`src/rtl/axi4_lite_pkg.sv`:
```
// Shared AXI4-Lite definitions: response codes, write/read FSM state
// encodings and a byte-strobe expansion helper.
package axi4_lite_pkg;

    localparam logic [1:0] RESP_OKAY   = 2'b00;
    localparam logic [1:0] RESP_SLVERR = 2'b10;

    typedef enum logic [1:0] {
        W_IDLE,
        W_HAVE_ADDR,
        W_HAVE_DATA,
        W_RESP
    } wr_state_e;

    typedef enum logic {
        R_IDLE,
        R_DATA
    } rd_state_e;

    // Expand a 4-bit byte strobe into a 32-bit bit mask.
    function automatic logic [31:0] strb_to_mask(input logic [3:0] strb);
        logic [31:0] mask;
        for (int b = 0; b < 4; b++) begin
            mask[8*b +: 8] = {8{strb[b]}};
        end
        return mask;
    endfunction

endpackage

```
`src/rtl/axi4_lite_addr_decode.sv`:
```
// Combinational AXI4-Lite address decode: word index plus out-of-range flag.
module axi4_lite_addr_decode #(
    parameter int IDX_W = 3
) (
    input  logic [31:0]      addr_i,
    output logic [IDX_W-1:0] idx_o,
    output logic             err_o
);

    assign idx_o = addr_i[IDX_W+1:2];
    assign err_o = |addr_i[31:IDX_W+2];

    // Byte offset within the word does not affect the decode.
    logic unused_byte_offset;
    assign unused_byte_offset = ^addr_i[1:0];

endmodule

```
`src/rtl/axi4_lite_slave_regfile.sv`:
```
// AXI4-Lite slave register file. Register 0 is a read-only ID register;
// the remaining registers are byte-strobe writable. AW and W may arrive in
// either order; read and write paths run independently.
module axi4_lite_slave_regfile
    import axi4_lite_pkg::*;
#(
    parameter int          NUM_REGS = 8,
    parameter logic [31:0] ID_VALUE = 32'hA4100001
) (
    input  logic                     aclk,
    input  logic                     aresetn,
    input  logic [31:0]              awaddr_in,
    input  logic [2:0]               awprot_in,
    input  logic                     awvalid_in,
    output logic                     awready_out,
    input  logic [31:0]              wdata_in,
    input  logic [3:0]               wstrb_in,
    input  logic                     wvalid_in,
    output logic                     wready_out,
    output logic [1:0]               bresp_out,
    output logic                     bvalid_out,
    input  logic                     bready_in,
    input  logic [31:0]              araddr_in,
    input  logic [2:0]               arprot_in,
    input  logic                     arvalid_in,
    output logic                     arready_out,
    output logic [31:0]              rdata_out,
    output logic [1:0]               rresp_out,
    output logic                     rvalid_out,
    input  logic                     rready_in,
    output logic [32*NUM_REGS-1:0]   regs_out
);

    localparam int IDX_W = $clog2(NUM_REGS);

    // ---------------------------------------------------------------
    // Address decode, one per address channel
    // ---------------------------------------------------------------
    logic [IDX_W-1:0] aw_idx;
    logic             aw_err;
    logic [IDX_W-1:0] ar_idx;
    logic             ar_err;

    axi4_lite_addr_decode #(.IDX_W(IDX_W)) u_aw_decode (
        .addr_i (awaddr_in),
        .idx_o  (aw_idx),
        .err_o  (aw_err)
    );

    axi4_lite_addr_decode #(.IDX_W(IDX_W)) u_ar_decode (
        .addr_i (araddr_in),
        .idx_o  (ar_idx),
        .err_o  (ar_err)
    );

    // Protection attributes carry no meaning for this register bank.
    logic unused_prot;
    assign unused_prot = ^{awprot_in, arprot_in};

    // ---------------------------------------------------------------
    // Write path
    // ---------------------------------------------------------------
    wr_state_e        wr_state_q, wr_state_d;
    logic [IDX_W-1:0] aw_idx_q,   aw_idx_d;
    logic             aw_err_q,   aw_err_d;
    logic [31:0]      wdata_q,    wdata_d;
    logic [3:0]       wstrb_q,    wstrb_d;
    logic [1:0]       bresp_q,    bresp_d;

    logic             aw_hs;
    logic             w_hs;
    logic             commit;
    logic [IDX_W-1:0] commit_idx;
    logic             commit_err;
    logic [31:0]      commit_data;
    logic [3:0]       commit_strb;
    logic             commit_reject;
    logic [31:0]      commit_mask;

    // Readies depend on state only, so there is no valid-to-ready path.
    assign awready_out = (wr_state_q == W_IDLE) || (wr_state_q == W_HAVE_DATA);
    assign wready_out  = (wr_state_q == W_IDLE) || (wr_state_q == W_HAVE_ADDR);
    assign bvalid_out  = (wr_state_q == W_RESP);
    assign bresp_out   = bresp_q;

    assign aw_hs = awvalid_in && awready_out;
    assign w_hs  = wvalid_in  && wready_out;

    // Whichever half arrived first comes from the holding registers,
    // the half completing the pair comes straight from the bus.
    assign commit_idx    = (wr_state_q == W_HAVE_ADDR) ? aw_idx_q : aw_idx;
    assign commit_err    = (wr_state_q == W_HAVE_ADDR) ? aw_err_q : aw_err;
    assign commit_data   = (wr_state_q == W_HAVE_DATA) ? wdata_q  : wdata_in;
    assign commit_strb   = (wr_state_q == W_HAVE_DATA) ? wstrb_q  : wstrb_in;
    assign commit_reject = commit_err || (commit_idx == '0);
    assign commit_mask   = strb_to_mask(commit_strb);

    // Write FSM next-state, holding-register capture and commit strobe.
    always_comb begin
        // NOTE: every output of this block gets a default first, so no
        // path through the case statement can leave a latch behind.
        wr_state_d = wr_state_q;
        aw_idx_d   = aw_idx_q;
        aw_err_d   = aw_err_q;
        wdata_d    = wdata_q;
        wstrb_d    = wstrb_q;
        bresp_d    = bresp_q;
        commit     = 1'b0;

        unique case (wr_state_q)
            W_IDLE: begin
                if (aw_hs && w_hs) begin
                    commit     = 1'b1;
                    wr_state_d = W_RESP;
                end else if (aw_hs) begin
                    aw_idx_d   = aw_idx;
                    aw_err_d   = aw_err;
                    wr_state_d = W_HAVE_ADDR;
                end else if (w_hs) begin
                    wdata_d    = wdata_in;
                    wstrb_d    = wstrb_in;
                    wr_state_d = W_HAVE_DATA;
                end
            end
            W_HAVE_ADDR: begin
                if (w_hs) begin
                    commit     = 1'b1;
                    wr_state_d = W_RESP;
                end
            end
            W_HAVE_DATA: begin
                if (aw_hs) begin
                    commit     = 1'b1;
                    wr_state_d = W_RESP;
                end
            end
            W_RESP: begin
                if (bready_in) begin
                    wr_state_d = W_IDLE;
                end
            end
            default: wr_state_d = W_IDLE;
        endcase

        if (commit) begin
            bresp_d = commit_reject ? RESP_SLVERR : RESP_OKAY;
        end
    end

    // Write FSM state and holding registers.
    always_ff @(posedge aclk or negedge aresetn) begin
        // NOTE: sequential state uses non-blocking assignments so every
        // flop samples pre-edge values regardless of evaluation order.
        if (!aresetn) begin
            wr_state_q <= W_IDLE;
            aw_idx_q   <= '0;
            aw_err_q   <= 1'b0;
            wdata_q    <= '0;
            wstrb_q    <= '0;
            bresp_q    <= RESP_OKAY;
        end else begin
            wr_state_q <= wr_state_d;
            aw_idx_q   <= aw_idx_d;
            aw_err_q   <= aw_err_d;
            wdata_q    <= wdata_d;
            wstrb_q    <= wstrb_d;
            bresp_q    <= bresp_d;
        end
    end

    // ---------------------------------------------------------------
    // Register bank
    // ---------------------------------------------------------------
    logic [31:0] regs_q [NUM_REGS];
    logic [31:0] regs_d [NUM_REGS];

    // Byte-lane merge of committed write data into the addressed register.
    always_comb begin
        for (int i = 0; i < NUM_REGS; i++) begin
            regs_d[i] = regs_q[i];
            if (commit && !commit_reject && (commit_idx == IDX_W'(i))) begin
                regs_d[i] = (regs_q[i] & ~commit_mask) | (commit_data & commit_mask);
            end
        end
    end

    // Register storage; entry 0 holds the ID and is never written.
    always_ff @(posedge aclk or negedge aresetn) begin
        // NOTE: this array is software-visible state with defined reset
        // values, so it is reset like any other register (not a RAM).
        if (!aresetn) begin
            for (int i = 0; i < NUM_REGS; i++) begin
                regs_q[i] <= (i == 0) ? ID_VALUE : 32'h0;
            end
        end else begin
            for (int i = 0; i < NUM_REGS; i++) begin
                regs_q[i] <= regs_d[i];
            end
        end
    end

    for (genvar g = 0; g < NUM_REGS; g++) begin : g_regs_out
        assign regs_out[32*g +: 32] = regs_q[g];
    end

    // ---------------------------------------------------------------
    // Read path
    // ---------------------------------------------------------------
    rd_state_e   rd_state_q, rd_state_d;
    logic [31:0] rdata_q,    rdata_d;
    logic [1:0]  rresp_q,    rresp_d;

    assign arready_out = (rd_state_q == R_IDLE);
    assign rvalid_out  = (rd_state_q == R_DATA);
    assign rdata_out   = rdata_q;
    assign rresp_out   = rresp_q;

    // Read FSM next-state; data is captured from the pre-edge register
    // contents, so a same-edge write is not visible to this read.
    always_comb begin
        rd_state_d = rd_state_q;
        rdata_d    = rdata_q;
        rresp_d    = rresp_q;

        unique case (rd_state_q)
            R_IDLE: begin
                if (arvalid_in) begin
                    rdata_d    = ar_err ? 32'h0 : regs_q[ar_idx];
                    rresp_d    = ar_err ? RESP_SLVERR : RESP_OKAY;
                    rd_state_d = R_DATA;
                end
            end
            R_DATA: begin
                if (rready_in) begin
                    rd_state_d = R_IDLE;
                end
            end
            default: rd_state_d = R_IDLE;
        endcase
    end

    // Read FSM state and registered response.
    always_ff @(posedge aclk or negedge aresetn) begin
        if (!aresetn) begin
            rd_state_q <= R_IDLE;
            rdata_q    <= '0;
            rresp_q    <= RESP_OKAY;
        end else begin
            rd_state_q <= rd_state_d;
            rdata_q    <= rdata_d;
            rresp_q    <= rresp_d;
        end
    end

endmodule

```
`config.mk`:
```
export PLATFORM = sky130hd
export DESIGN_NAME = axi4_lite_slave_regfile
export DESIGN_NICKNAME = d
export VERILOG_FILES = /design/src/rtl/axi4_lite_pkg.sv /design/src/rtl/axi4_lite_addr_decode.sv /design/src/rtl/axi4_lite_slave_regfile.sv
export SDC_FILE = /design/constraint.sdc
export NUM_CORES = 1
export LEC_CHECK = 0
export ABC_CLOCK_PERIOD_IN_PS = 5060
export BUFFER_PORTS_ARGS = -buffer_cell sky130_fd_sc_hd__buf_2
export CORE_ASPECT_RATIO = 1.4
export CORE_UTILIZATION = 57
export CTS_CLUSTER_DIAMETER = 120
export CTS_CLUSTER_SIZE = 20
export DETAILED_ROUTE_END_ITERATION = 10
export PLACE_DENSITY = 0.86
export RECOVER_POWER = 50
export SETUP_SLACK_MARGIN = 0.05
export SLEW_MARGIN = 20
export SYNTH_ARGS = -nofsm -noshare
export SYNTH_HDL_FRONTEND = slang
export SYNTH_SLANG_ARGS = --single-unit
```
`constraint.sdc`:
```
create_clock -name aclk -period 5.06 [get_ports aclk]
set_input_delay 1.012 -clock aclk [delete_from_list [all_inputs] [get_ports aclk]]
set_output_delay 1.012 -clock aclk [all_outputs]
set_load 0.02 [all_outputs]
```
# After elaboration in Yosys (flattened, before gate mapping)
# Cells that the tools add are included.
# word_totals
inputBits	113
ramBits	0
n_memories	0
ff_bits	335
rom_bits	0
latch_bits	0
# classes
magnitude_cmp	1
reduce_logical	24
n_eq_ne	14
div_mod_pow	0
shifts	0
mul	0
mux	24
n_addsub	0
bitwise	22
# op_table
operator	n
32-bit bitwise AND	9
32-bit OR	8
32-bit two-way mux	4
32-bit binary-select mux with 3-bit select	1
27-bit OR reduction	2
32-bit NOT	1
2-bit two-way mux	8
3-bit == test, second input constant	4
1-bit logical AND	12
2-bit one-hot mux with 4 select lines	1
4-bit AND reduction	2
3-bit by 2-bit == test with 1-bit output, second input constant	2
1-bit two-way mux	6
2-bit == test, second input constant	2
4-bit >= comparator, second input constant	1
4-bit two-way mux	1
2-bit != test, second input constant	2
4-bit by 3-bit != test with 1-bit output, second input constant	1
3-bit NOT with 4-bit output	1
3-bit by 1-bit == test with 1-bit output, second input constant	1
3-bit logical NOT	1
1-bit logical OR	3
3-bit two-way mux	1
1-bit NOT	3
other kinds (8)	8

# Logic depth before layout (Yosys ltp)
# depth
ltp_word	8
depth_mapped	9
ltp_nobuf	7

# Hierarchy
# From an unflattened synthesis, not the netlist that was laid out.
# hier_totals
hier_cells	1049
hier_area_um2	15108.2
# modules_own_cells
module	cells_per_inst	instances	area_each_um2
axi4_lite_slave_regfile	1025	1	14948.1
axi4_lite_addr_decode	12	2	80.1

# Least setup slack after synthesis
# OpenSTA, ideal clock, no wires.
# synth_path
path_type	in2reg
from	in awaddr_in[9]
to	reg (tool-made name)
stages	7
n_path_buf	2
setup_slack_ns	2.186
required_ns	4.935
arrival_ns	2.749
cell_sequence	nor4_1 > nand4_1 > o21ba_1 > buf_6 > buf_12 > nor4_4 > mux2_2
# synth_lines
element	line	source
from (decl)	axi4_lite_slave_regfile.sv:12	input logic [31:0] awaddr_in,

==> reports/qor.csv <==
stage,metric,value,unit
clocking,cts_tree,yes,
pwr,combPwrFrac,36.4,%
floorplan,ios,410,
clocking,cts_max_level,1,
yosys,synthAdderAreaFrac,0.413,%
cells_and_area,mostFrequentLayoutCell,dfrtp_1,
pwr,clkPwrFrac,19.3,%
floorplan,initial_utilization,58.0,%
routing,firstDrtPassIters,5,
worst_setup_path,slowest_delay,1.94,ns
sta,period_share,75.1,%
yosys,synth_edf_count,0,
sta,period_needed,3.80,ns
pwr,power.density,483,mW/mm2
clocking,clockBufferDepth,3,
yosys,synthXorXnorAreaFrac,0,%
pwr,p_seq_share,44.3,%
routing,drt-initial-drc-count,441,
pwr,power,8580,uW
sta,worst_pin_slew,2.90,ns
sta,rsz0062_at_grt,false,
sta,slew_viol_final,151,
worst_setup_path,cp-end-kind,async pin,
yosys,ys_seq_area_share,55.1,%
global_routing,antenna_found_initial,10,
worst_setup_path,required,5.50,ns
cells_and_area,multi_input_area,0.00642,mm2
min_path,hp-class,reg -> reg,
yosys,muxShareOfSynthArea,34.7,%
sta,finalSetupViolCount,0,
routing,post_drt_wl_per_cell,23.9,um
place,port_buffers,397,
pwr,ir_drop,358,uV
floorplan,die_area,0.0272,mm2
floorplan,coreArea,0.0261,mm2
global_routing,gr-total-overflow,0,
clocking,post_cts_buffers,0,
status,status,"complete, but fails checks",
worst_setup_path,crit_buf_inv,2,
place,finalWeightedCongestion,0.810,
routing,drc_errors,0,
yosys,syn_inst,1004,
routing,ant_nets,0,
worst_setup_path,reg2reg_from,wr_state_q[1],
yosys,ys_seq_elements,333,
worst_setup_path,r2r.worst_path.cells,7,
status,violations,"max-capacitance violations, max-slew violations",
worst_setup_path,crit_path_start_kind,primary input,
worst_setup_path,crit_chain,clkbuf_2 > clkbuf_2,
worst_setup_path,crit_slowest_cell,clkbuf_2,
yosys,yosysUniqueCellTypes,44,
sta,relSlewSlack,-93.6,%
cells_and_area,fillers,1876,
clocking,cts.sinks,333,
clocking,clock_latency,0.51,ns
global_routing,grt_max_degree,116,
clocking,clkTransAtPathRegs,0.09,ns
yosys,synth-simple-area-share,5.36,%
cells_and_area,layout_common_cells,"dfrtp_1 (328), buf_2 (294), mux2_2 (273)",
yosys,synth_ff_type,dfrtp_1,
yosys,synth_area,0.0151,mm2
yosys,syn_area_per_cell,15.1,um2
sta,skew,0.0106,ns
min_path,worstHoldPathCells,0,
floorplan,die_h,195,um
pwr,p_leak,0.00895,uW
cells_and_area,drive_above_1_share,52.4,%
place,hpwl,28100,um
worst_setup_path,cp_data_arrival_time,4.24,ns
yosys,yosysWarningCount,0,
floorplan,die_x,140,um
pwr,internal_power,5400,uW
sta,fin_setup_tns,0,ns
routing,wl,40800,um
worst_setup_path,cpLargestDelayFamily,buffers and inverters,
sta,hold_viol,0,
pwr,switching_share,37.1,%
pwr,power.switching,3180,uW
cells_and_area,nets,1481,
clocking,cts_root_buffer,clkbuf_16,
cells_and_area,layout-area-overhead-vs-synth,17.4,%
yosys,async_flop_share,100,%
global_routing,grt_pass1_vias,10700,
worst_setup_path,r2r_slack,1.36,ns
clocking,cts_hold_buf,0,
global_routing,track_usage,30.1,%
yosys,synth_compound_area_share,1.83,%
worst_setup_path,path_class,in -> async,
sta,max_freq,263,MHz
clocking,cts_buffers,20,
clocking,cts.repair.resized,0,
yosys,synth_top_family_by_area,multiplexers,
cells_and_area,seqCellArea,0.00834,mm2
global_routing,grt_pass1_wl,62200,um
job,maxCapViolations,2,
routing,vias,10200,
worst_setup_path,cp_max_fo,115,
worst_setup_path,crit_path_frequent_cell,clkbuf_2,
floorplan,rows,70,
routing,viasPerCell,5.98,
logic make-up after synthesis:
group | after synthesis
and+or+nand+nor | 132
buffers and inverters | 83
other | 1
muxes | 399
adders and majority gates | 5
DFF | 333
AOI/OAI and AO/OA | 51
cell type report:
| class | count | share of cell area [%] |
|---|---|---|
| Antenna cell | 9 | 0.127 |
| Clock buffer | 35 | 3.25 |
| Clock inverter | 1 | 0.0493 |
| Inverter | 8 | 0.169 |
| Multi-Input combinational cell | 589 | 36.1 |
| Sequential cell | 333 | 46.9 |
| Tap cell | 324 | 2.28 |
| Timing Repair Buffer | 411 | 11.0 |
through the flow:
step	utilization, %	instances	hold slack [ns]	cell area, um2	worst slack [ns]
finish	68.1	1710	0.390	17800	1.26
global route	68.1	1709	0.400	17800	0.563
CTS	68.6	1701	0.377	17900	1.38
detailed placement	66.3	1665	0.364	17300	1.34
global placement	66.3	1665	0.362	17300	1.41
floorplan	-	1005	0.441	15100	2.19
power groups by stage:
stage               Sequential [uW]  Combinational (uW)  Clock (uW)
global placement               3780                3060           0
floorplan                      4270                1620           0
global route                   3870                3330        1770
CTS                            3780                3170        1690
detailed placement             3820                3150           0
finish                         3800                3130        1650
cells in the mapped netlist (all sizes together), types with 2 or more instances:
cell type | instances | area (um2)
or2 | 2 | 12.5
or4 | 2 | 15.0
nand3 | 3 | 15.0
nand2b | 2 | 12.5
ha | 5 | 62.6
nor2 | 14 | 52.6
clkbuf | 49 | 184
dfrtp | 328 | 8210
nor4 | 16 | 173
nor3 | 23 | 205
dfstp | 5 | 131
mux2i | 38 | 380
o22ai | 2 | 12.5
mux4 | 64 | 1440
a21oi | 6 | 30.0
buf | 26 | 173
or4b | 3 | 30.0
mux2 | 297 | 3430
nand2 | 58 | 220
o21ai | 37 | 185
nand4 | 4 | 25.0
inv | 8 | 30.0
worst max-delay path by stage:
| stage | cells after the start | start | to | slack, ns |
|---|---|---|---|---|
| after floorplan | 7 | awaddr_in[9] | register | 2.19 |
| after CTS | 7 | wr_state_q[1] | register | 1.38 |
| after global placement | 7 | awaddr_in[12] | register | 1.41 |
| after global routing | 2 | aresetn | async pin | 0.56 |
| final | 2 | aresetn | async pin | 1.26 |
| after detailed placement | 7 | awaddr_in[12] | register | 1.34 |
layer usage:
layer | share of wire [%] | wire [um] | up-vias | GRT usage, %
met5 | 0.047 | 19 | - | 0
met4 | 4.1 | 1690 | 4 | 12.8
li1 | - | - | 4392 | -
met1 | 37 | 15200 | 5291 | 36.6
met3 | 6.0 | 2470 | 102 | 5.12
met2 | 53 | 21400 | 438 | 52.9
Power figures use the tool's default switching activity.
